===== config.mk =====
export PLATFORM = sky130hd
export DESIGN_NAME = decode_stage
export DESIGN_NICKNAME = d
export VERILOG_FILES = /design/src/rtl/rv_pkg.sv /design/src/rtl/decode_stage_core.sv /design/src/rtl/decode_stage.sv
export SDC_FILE = /design/constraint.sdc
export NUM_CORES = 1
export LEC_CHECK = 0
export BUFFER_PORTS_ARGS = -buffer_cell sky130_fd_sc_hd__buf_2
export CORE_UTILIZATION = 50
export CTS_CLUSTER_SIZE = 25
export DETAILED_ROUTE_END_ITERATION = 12
export MAX_ROUTING_LAYER = met4
export PLACE_DENSITY = 0.72
export SYNTH_ARGS = -nofsm -noshare
export SYNTH_HDL_FRONTEND = slang
export SYNTH_HIERARCHICAL = 1
export SYNTH_SLANG_ARGS = --single-unit

===== constraint.sdc =====
create_clock -name clk -period 7.95 [get_ports clk]
set_input_delay 1.1925 -clock clk [delete_from_list [all_inputs] [get_ports clk]]
set_output_delay 1.1925 -clock clk [all_outputs]
set_load 0.05 [all_outputs]

===== src/rtl/rv_pkg.sv =====
// Shared RV32I decode encodings: opcodes, exe_fun codes, select encodings,
// the decoded-bundle struct and small decode helpers.
package rv_pkg;

    localparam logic [6:0] OPC_LUI    = 7'b0110111;
    localparam logic [6:0] OPC_AUIPC  = 7'b0010111;
    localparam logic [6:0] OPC_JAL    = 7'b1101111;
    localparam logic [6:0] OPC_JALR   = 7'b1100111;
    localparam logic [6:0] OPC_BRANCH = 7'b1100011;
    localparam logic [6:0] OPC_LOAD   = 7'b0000011;
    localparam logic [6:0] OPC_STORE  = 7'b0100011;
    localparam logic [6:0] OPC_OPIMM  = 7'b0010011;
    localparam logic [6:0] OPC_OP     = 7'b0110011;

    typedef enum logic [4:0] {
        ALU_X      = 5'd0,  ALU_ADD   = 5'd1,  ALU_SUB   = 5'd2,  ALU_AND   = 5'd3,
        ALU_OR     = 5'd4,  ALU_XOR   = 5'd5,  ALU_SLL   = 5'd6,  ALU_SRL   = 5'd7,
        ALU_SRA    = 5'd8,  ALU_SLT   = 5'd9,  ALU_SLTU  = 5'd10, BR_BEQ    = 5'd11,
        BR_BNE     = 5'd12, BR_BLT    = 5'd13, BR_BGE    = 5'd14, BR_BLTU   = 5'd15,
        BR_BGEU    = 5'd16, ALU_JALR  = 5'd17, ALU_MUL   = 5'd18, ALU_MULH  = 5'd19,
        ALU_MULHSU = 5'd20, ALU_MULHU = 5'd21, ALU_DIV   = 5'd22, ALU_DIVU  = 5'd23,
        ALU_REM    = 5'd24, ALU_REMU  = 5'd25
    } exe_fun_e;

    localparam logic [1:0] OP1_X   = 2'd0;
    localparam logic [1:0] OP1_RS1 = 2'd1;
    localparam logic [1:0] OP1_PC  = 2'd2;
    localparam logic [1:0] OP1_IMZ = 2'd3;

    localparam logic [2:0] OP2_X   = 3'd0;
    localparam logic [2:0] OP2_RS2 = 3'd1;
    localparam logic [2:0] OP2_IMI = 3'd2;
    localparam logic [2:0] OP2_IMS = 3'd3;
    localparam logic [2:0] OP2_IMJ = 3'd4;
    localparam logic [2:0] OP2_IMU = 3'd5;

    localparam logic [1:0] MEN_X = 2'd0;
    localparam logic [1:0] MEN_S = 2'd1;
    localparam logic [1:0] REN_X = 2'd0;
    localparam logic [1:0] REN_S = 2'd1;

    localparam logic [2:0] WB_X   = 3'd0;
    localparam logic [2:0] WB_ALU = 3'd1;
    localparam logic [2:0] WB_MEM = 3'd2;
    localparam logic [2:0] WB_PC  = 3'd3;
    localparam logic [2:0] WB_CSR = 3'd4;

    typedef enum logic [1:0] {
        ST_EMPTY = 2'd0,
        ST_ONE   = 2'd1,
        ST_FULL  = 2'd2
    } stage_state_e;

    typedef struct packed {
        exe_fun_e    exe_fun;
        logic [1:0]  op1_sel;
        logic [2:0]  op2_sel;
        logic [1:0]  mem_wen;
        logic [1:0]  rf_wen;
        logic [2:0]  wb_sel;
        logic [4:0]  rs1;
        logic [4:0]  rs2;
        logic [4:0]  rd;
        logic [31:0] imm;
        logic        illegal;
    } dec_bundle_t;

    function automatic dec_bundle_t set_ctrl(input dec_bundle_t b, input exe_fun_e fun,
                                             input logic [1:0] op1, input logic [2:0] op2,
                                             input logic [1:0] men, input logic [1:0] ren,
                                             input logic [2:0] wb, input logic [31:0] imm);
        dec_bundle_t r;
        r         = b;
        r.exe_fun = fun;
        r.op1_sel = op1;
        r.op2_sel = op2;
        r.mem_wen = men;
        r.rf_wen  = ren;
        r.wb_sel  = wb;
        r.imm     = imm;
        r.illegal = 1'b0;
        return r;
    endfunction

    // alt selects SUB/SRA over ADD/SRL
    function automatic exe_fun_e alu_fun(input logic [2:0] f3, input logic alt);
        case (f3)
            3'b000:  return alt ? ALU_SUB : ALU_ADD;
            3'b001:  return ALU_SLL;
            3'b010:  return ALU_SLT;
            3'b011:  return ALU_SLTU;
            3'b100:  return ALU_XOR;
            3'b101:  return alt ? ALU_SRA : ALU_SRL;
            3'b110:  return ALU_OR;
            3'b111:  return ALU_AND;
            default: return ALU_X;
        endcase
    endfunction

    function automatic exe_fun_e br_fun(input logic [2:0] f3);
        case (f3)
            3'b000:  return BR_BEQ;
            3'b001:  return BR_BNE;
            3'b100:  return BR_BLT;
            3'b101:  return BR_BGE;
            3'b110:  return BR_BLTU;
            3'b111:  return BR_BGEU;
            default: return ALU_X;
        endcase
    endfunction

    function automatic exe_fun_e mul_fun(input logic [2:0] f3);
        case (f3)
            3'b000:  return ALU_MUL;
            3'b001:  return ALU_MULH;
            3'b010:  return ALU_MULHSU;
            3'b011:  return ALU_MULHU;
            3'b100:  return ALU_DIV;
            3'b101:  return ALU_DIVU;
            3'b110:  return ALU_REM;
            3'b111:  return ALU_REMU;
            default: return ALU_X;
        endcase
    endfunction

endpackage


===== src/rtl/decode_stage_core.sv =====
// Combinational RV32I decoder producing the control bundle and illegal flag.
// Multiply/divide decode is compiled in with RV_M_EXT_EN.
module decode_core
    import rv_pkg::*;
(
    input  logic [31:0]                   inst,
    output logic [$bits(dec_bundle_t)-1:0] bundle
);

    logic [6:0]  opcode_s;
    logic [2:0]  funct3_s;
    logic [6:0]  funct7_s;
    logic [31:0] imm_i_s, imm_s_s, imm_b_s, imm_u_s, imm_j_s;
    dec_bundle_t d_s;

    assign opcode_s = inst[6:0];
    assign funct3_s = inst[14:12];
    assign funct7_s = inst[31:25];
    assign imm_i_s  = {{20{inst[31]}}, inst[31:20]};
    assign imm_s_s  = {{20{inst[31]}}, inst[31:25], inst[11:7]};
    assign imm_b_s  = {{19{inst[31]}}, inst[31], inst[7], inst[30:25], inst[11:8], 1'b0};
    assign imm_u_s  = {inst[31:12], 12'h000};
    assign imm_j_s  = {{11{inst[31]}}, inst[31], inst[19:12], inst[20], inst[30:21], 1'b0};

    // Decode table; everything starts illegal with all controls cleared
    always_comb begin
        d_s         = '0;
        d_s.illegal = 1'b1;
        d_s.rs1     = inst[19:15];
        d_s.rs2     = inst[24:20];
        case (opcode_s)
            OPC_LUI:   d_s = set_ctrl(d_s, ALU_ADD, OP1_X, OP2_IMU, MEN_X, REN_S, WB_ALU, imm_u_s);
            OPC_AUIPC: d_s = set_ctrl(d_s, ALU_ADD, OP1_PC, OP2_IMU, MEN_X, REN_S, WB_ALU, imm_u_s);
            OPC_JAL:   d_s = set_ctrl(d_s, ALU_ADD, OP1_PC, OP2_IMJ, MEN_X, REN_S, WB_PC, imm_j_s);
            OPC_JALR: begin
                if (funct3_s == 3'b000) begin
                    d_s = set_ctrl(d_s, ALU_JALR, OP1_RS1, OP2_IMI, MEN_X, REN_S, WB_PC, imm_i_s);
                end else begin
                    d_s.illegal = 1'b1;
                end
            end
            OPC_BRANCH: begin
                if (funct3_s[2:1] != 2'b01) begin
                    d_s = set_ctrl(d_s, br_fun(funct3_s), OP1_RS1, OP2_RS2, MEN_X, REN_X, WB_X, imm_b_s);
                end else begin
                    d_s.illegal = 1'b1;
                end
            end
            OPC_LOAD: begin
                if (funct3_s != 3'b011 && funct3_s != 3'b110 && funct3_s != 3'b111) begin
                    d_s = set_ctrl(d_s, ALU_ADD, OP1_RS1, OP2_IMI, MEN_X, REN_S, WB_MEM, imm_i_s);
                end else begin
                    d_s.illegal = 1'b1;
                end
            end
            OPC_STORE: begin
                if (!funct3_s[2] && funct3_s[1:0] != 2'b11) begin
                    d_s = set_ctrl(d_s, ALU_ADD, OP1_RS1, OP2_IMS, MEN_S, REN_X, WB_X, imm_s_s);
                end else begin
                    d_s.illegal = 1'b1;
                end
            end
            OPC_OPIMM: begin
                // Shift immediates reuse inst[31:25] as a funct7 that must be exact
                if ((funct3_s == 3'b001 && funct7_s != 7'b0000000) ||
                    (funct3_s == 3'b101 && funct7_s != 7'b0000000 && funct7_s != 7'b0100000)) begin
                    d_s.illegal = 1'b1;
                end else begin
                    d_s = set_ctrl(d_s, alu_fun(funct3_s, (funct3_s == 3'b101) && funct7_s[5]),
                                   OP1_RS1, OP2_IMI, MEN_X, REN_S, WB_ALU, imm_i_s);
                end
            end
            OPC_OP: begin
                if (funct7_s == 7'b0000000 ||
                    (funct7_s == 7'b0100000 && (funct3_s == 3'b000 || funct3_s == 3'b101))) begin
                    d_s = set_ctrl(d_s, alu_fun(funct3_s, funct7_s[5]),
                                   OP1_RS1, OP2_RS2, MEN_X, REN_S, WB_ALU, 32'h0000_0000);
`ifdef RV_M_EXT_EN
                end else if (funct7_s == 7'b0000001) begin
                    d_s = set_ctrl(d_s, mul_fun(funct3_s),
                                   OP1_RS1, OP2_RS2, MEN_X, REN_S, WB_ALU, 32'h0000_0000);
`endif
                end else begin
                    d_s.illegal = 1'b1;
                end
            end
            default: d_s.illegal = 1'b1;
        endcase
        if (d_s.rf_wen != REN_X) begin
            d_s.rd = inst[11:7];
        end else begin
            d_s.rd = 5'd0;
        end
    end

    assign bundle = d_s;

endmodule


===== src/rtl/decode_stage.sv =====
// RV32I decode stage: combinational decode feeding a 2-entry skid buffer with
// valid/ready on both sides. RV_M_EXT_EN enables multiply/divide decode.
module decode_stage
    import rv_pkg::*;
#(
    parameter int XLEN = 32
) (
    input  logic            clk,
    input  logic            rst,
    input  logic            flush,
    input  logic            in_valid,
    output logic            in_ready,
    input  logic [31:0]     in_inst,
    input  logic [XLEN-1:0] in_pc,
    output logic            out_valid,
    input  logic            out_ready,
    output logic [XLEN-1:0] out_pc,
    output logic [4:0]      out_exe_fun,
    output logic [1:0]      out_op1_sel,
    output logic [2:0]      out_op2_sel,
    output logic [1:0]      out_mem_wen,
    output logic [1:0]      out_rf_wen,
    output logic [2:0]      out_wb_sel,
    output logic [4:0]      out_rs1,
    output logic [4:0]      out_rs2,
    output logic [4:0]      out_rd,
    output logic [XLEN-1:0] out_imm,
    output logic            out_illegal
);

    stage_state_e    state_r, state_next_s;
    dec_bundle_t     dec_s, head_r, skid_r;
    logic [XLEN-1:0] head_pc_r, skid_pc_r;
    logic            in_ready_r, out_valid_r;
    logic            accept_s, emit_s;
    logic            load_head_s, load_skid_s, head_from_skid_s;

    decode_core u_core (
        .inst   (in_inst),
        .bundle (dec_s)
    );

    assign accept_s = in_valid && in_ready_r;
    assign emit_s   = out_valid_r && out_ready;

    // Next-state and buffer-steering logic; head always holds the oldest entry
    always_comb begin
        state_next_s     = state_r;
        load_head_s      = 1'b0;
        load_skid_s      = 1'b0;
        head_from_skid_s = 1'b0;
        case (state_r)
            ST_EMPTY: begin
                if (accept_s) begin
                    state_next_s = ST_ONE;
                    load_head_s  = 1'b1;
                end else begin
                    state_next_s = ST_EMPTY;
                end
            end
            ST_ONE: begin
                if (accept_s && emit_s) begin
                    state_next_s = ST_ONE;
                    load_head_s  = 1'b1;
                end else if (accept_s) begin
                    state_next_s = ST_FULL;
                    load_skid_s  = 1'b1;
                end else if (emit_s) begin
                    state_next_s = ST_EMPTY;
                end else begin
                    state_next_s = ST_ONE;
                end
            end
            ST_FULL: begin
                if (emit_s) begin
                    state_next_s     = ST_ONE;
                    head_from_skid_s = 1'b1;
                end else begin
                    state_next_s = ST_FULL;
                end
            end
            default: state_next_s = ST_EMPTY;
        endcase
        if (flush) begin
            state_next_s     = ST_EMPTY;
            load_head_s      = 1'b0;
            load_skid_s      = 1'b0;
            head_from_skid_s = 1'b0;
        end else begin
            state_next_s = state_next_s;
        end
    end

    // State and handshake flags, registered from the next state
    always_ff @(posedge clk or posedge rst) begin
        if (rst) begin
            state_r     <= ST_EMPTY;
            in_ready_r  <= 1'b1;
            out_valid_r <= 1'b0;
        end else begin
            state_r     <= state_next_s;
            in_ready_r  <= (state_next_s != ST_FULL);
            out_valid_r <= (state_next_s != ST_EMPTY);
        end
    end

    // Buffer entries; move only on accept or when the skid refills the head
    always_ff @(posedge clk or posedge rst) begin
        if (rst) begin
            head_r    <= '0;
            head_pc_r <= '0;
            skid_r    <= '0;
            skid_pc_r <= '0;
        end else begin
            if (load_head_s) begin
                head_r    <= dec_s;
                head_pc_r <= in_pc;
            end else if (head_from_skid_s) begin
                head_r    <= skid_r;
                head_pc_r <= skid_pc_r;
            end
            if (load_skid_s) begin
                skid_r    <= dec_s;
                skid_pc_r <= in_pc;
            end
        end
    end

    assign in_ready    = in_ready_r;
    assign out_valid   = out_valid_r;
    assign out_pc      = head_pc_r;
    assign out_exe_fun = head_r.exe_fun;
    assign out_op1_sel = head_r.op1_sel;
    assign out_op2_sel = head_r.op2_sel;
    assign out_mem_wen = head_r.mem_wen;
    assign out_rf_wen  = head_r.rf_wen;
    assign out_wb_sel  = head_r.wb_sel;
    assign out_rs1     = head_r.rs1;
    assign out_rs2     = head_r.rs2;
    assign out_rd      = head_r.rd;
    assign out_imm     = XLEN'($signed(head_r.imm));
    assign out_illegal = head_r.illegal;

endmodule


==> out/metrics.cfg <==
[timing]
holdWs_ns=0.492
finalCritPeriodShare_pct=46.4
fmax_ghz=0.271
rsz0062_at_grt=no
hold_viol=0
fin_crit_ns=3.69
slew_violations=0
slew_headroom_pct=14.0
tightest_slew_ns=1.29
setup_viol=0
setup_slack_ns=4.26
skew_ns=0.0146
setup_tns_ns=0

[power]
power_density_nw_per_um2=283
p_comb_share_pct=33.5
power_frac_clock_pct=24.8
vdd_ir_drop_max_mv=0.173
power_frac_seq_pct=41.7
p_leak_nw=4.95
p_sw_share_pct=40.0
power_mw=3.30
intPower_mw=1.98
switchingPower_mw=1.32

[clocking]
cts_tree=yes
clkTransAtPathRegs_ns=0.07
cts_setup_buffers=0
cts_hold_buf=0
numCtsBuffers=17
post_cts_resized=0
cts_sinks=198
clock-root-buffer=clkbuf_16
clockBufferDepth=2
cts_max_level=4
insertion_delay_ns=0.44

[floorplanning]
die_h_um=146
fp.dieW_um=146
start_util_pct=51.3
core_sq_um=20400
num_io_pins=168
die_area_sq_um=21500
fp-row-count=52

[cells_and_area]
syn2layout_area_growth_pct=11.8
stdcell_area_sq_um=11700
drive_above_1_share_pct=30.0
fin_util_pct=57.3
multiInputGateArea_sq_um=4880
layout_commonest_cell=dfrtp_1
fillCellCount=1748
num-nets-final=1127
stdcell_count=1342
final_cell_mix=196 x dfrtp_1, 166 x buf_2, 104 x a21oi_1
ff_latch_area_sq_um=4960

[route]
wirelength_um=29500
drc_errors=0
antenna_left=0
via_count=8776
drtIter0Drc=640
viasPerCell=6.54
wl_per_cell_um=22.0
dr.pass1.iters=5

[worst_setup_path]
critPathCaptureType=flip-flop
cp.required_ns=8.30
rrSetupSlack_ns=4.42
reg2reg_depth=5
r2r-start=state_r[1]
crit_fanout=12
cp.arrival_ns=4.04
rr_endpoint=out_imm[30]
crit_type=primary input to flip-flop
worst_setup_path_start_kind=primary input

[global_route]
grt_start_max_net_pins=128
antenna_found_initial=3
grt_pass1_wl_um=48200
first_global_vias=8739
overflow=0
grtUsageTotal_pct=29.0

[hold_path]
min_to=skid_r[3]
hold_depth=1
holdCritPathClass=flip-flop to flip-flop
hold_start=skid_r[3]

[placed_design]
place_area_sq_um=11100
post-place-ws_ns=3.88
dp_hpwl_um=17000
dp_cells=1307
io_buffer_count=167
globalplace.congestion=0.875

[status]
run_status=finished clean

[synth]
syn_area_sq_um=10400
avgSynthCellArea_sq_um=10.6
seq_area_frac_synth_pct=47.5
synth_cell_types=56
synth_cells=987
yosysWarnings=6
async_flop_share_pct=100
yosys_register_bits=198
synth_edf_count=0
ys.flop_type=dfrtp_1

[run]
drv_cap=0

## Yosys cell counts, types with 9 or more instances
cell type | number | share of area, %
nand2_1 | 37 | 1.3
buf_4 | 18 | 1.3
mux2_2 | 67 | 7.2
mux2_1 | 30 | 3.2
a211oi_2 | 30 | 3.6
a21oi_1 | 104 | 5.0
nor3_1 | 102 | 4.9
a211oi_1 | 67 | 4.8
nor2_1 | 9 | 0.32
and2_1 | 9 | 0.54
a2111oi_0 | 92 | 7.7
dfrtp_1 | 197 | 47
a21o_1 | 10 | 0.72
clkbuf_1 | 70 | 2.5
nor2b_1 | 12 | 0.72
buf_2 | 38 | 1.8
## worst max-delay path, cell delays in order
cell and delay (ns):
buf_2 0.16, nand4b_1 0.26, nor3_1 0.35, nor3b_1 1.07, nor3_1 0.32, nor2b_1 0.31
a2111oi_0 0.13, a211oi_2 0.24
## worst max-delay path by stage
stage,end,slack (ns),from
floorplan,out_exe_fun[0],1.36,rst
global placement,out_imm[10],3.85,in_inst[6]
detailed placement,out_imm[10],3.88,in_inst[6]
CTS,out_imm[6],4.31,in_inst[6]
global route,out_imm[10],3.94,in_inst[6]
finish,out_imm[10],4.26,in_inst[6]
## registers in the layout, summed over array words and instances (netlist names), 2 cells and up
register / cells
out_rs2: 5
out_op2_sel: 3
out_pc: 32
out_imm: 32
out_exe_fun: 5
out_op1_sel: 2
out_rd: 5
out_rf_wen: 2
skid_r: 65
state_r: 2
skid_pc_r: 32
out_wb_sel: 3
out_rs1: 5
out_mem_wen: 2
## cell type report
type | count | share of cell area, %
repair buffers | 178 | 7.92
clock inverters | 13 | 0.847
multi-input cells | 656 | 41.8
diodes | 3 | 0.0643
well taps | 270 | 2.89
inverters | 5 | 0.236
flip-flops and latches | 198 | 42.5
clock buffers | 19 | 3.79
## power by group through the flow
| stage | Combinational, mW | Sequential, mW | Clock (mW) |
|---|---|---|---|
| global placement | 1.09 | 1.38 | 0 |
| floorplan | 0.388 | 1.84 | 0 |
| finish | 1.11 | 1.38 | 0.820 |
| global route | 1.17 | 1.41 | 0.871 |
| detailed placement | 1.11 | 1.39 | 0 |
| CTS | 1.11 | 1.38 | 0.835 |
## cell families (layout without fill, tap and decap cells)
kind of cell | Yosys count | in the layout | synth area share (%)
AO/OA/AOI/OAI | 343 | 343 | 24.7
adder cells (fa/ha/maj) | 2 | 2 | 0.240
buffers and inverters | 135 | 215 | 6.24
flip-flops | 198 | 198 | 47.5
multiplexers | 97 | 97 | 10.5
other | 1 | 6 | 0.0359
AND/OR/NAND/NOR | 211 | 211 | 10.8
## metal layers
layer / global-route usage, % / routed length (um) / vias up
met2: 44.2 / 14000 / 389
met3: 4.75 / 2010 / 38
met4: 9.58 / 546 / 0
li1: - / - / 3940
met5: - / 0 / -
met1: 39.3 / 13000 / 4409
(Power assumes the default switching activity.)
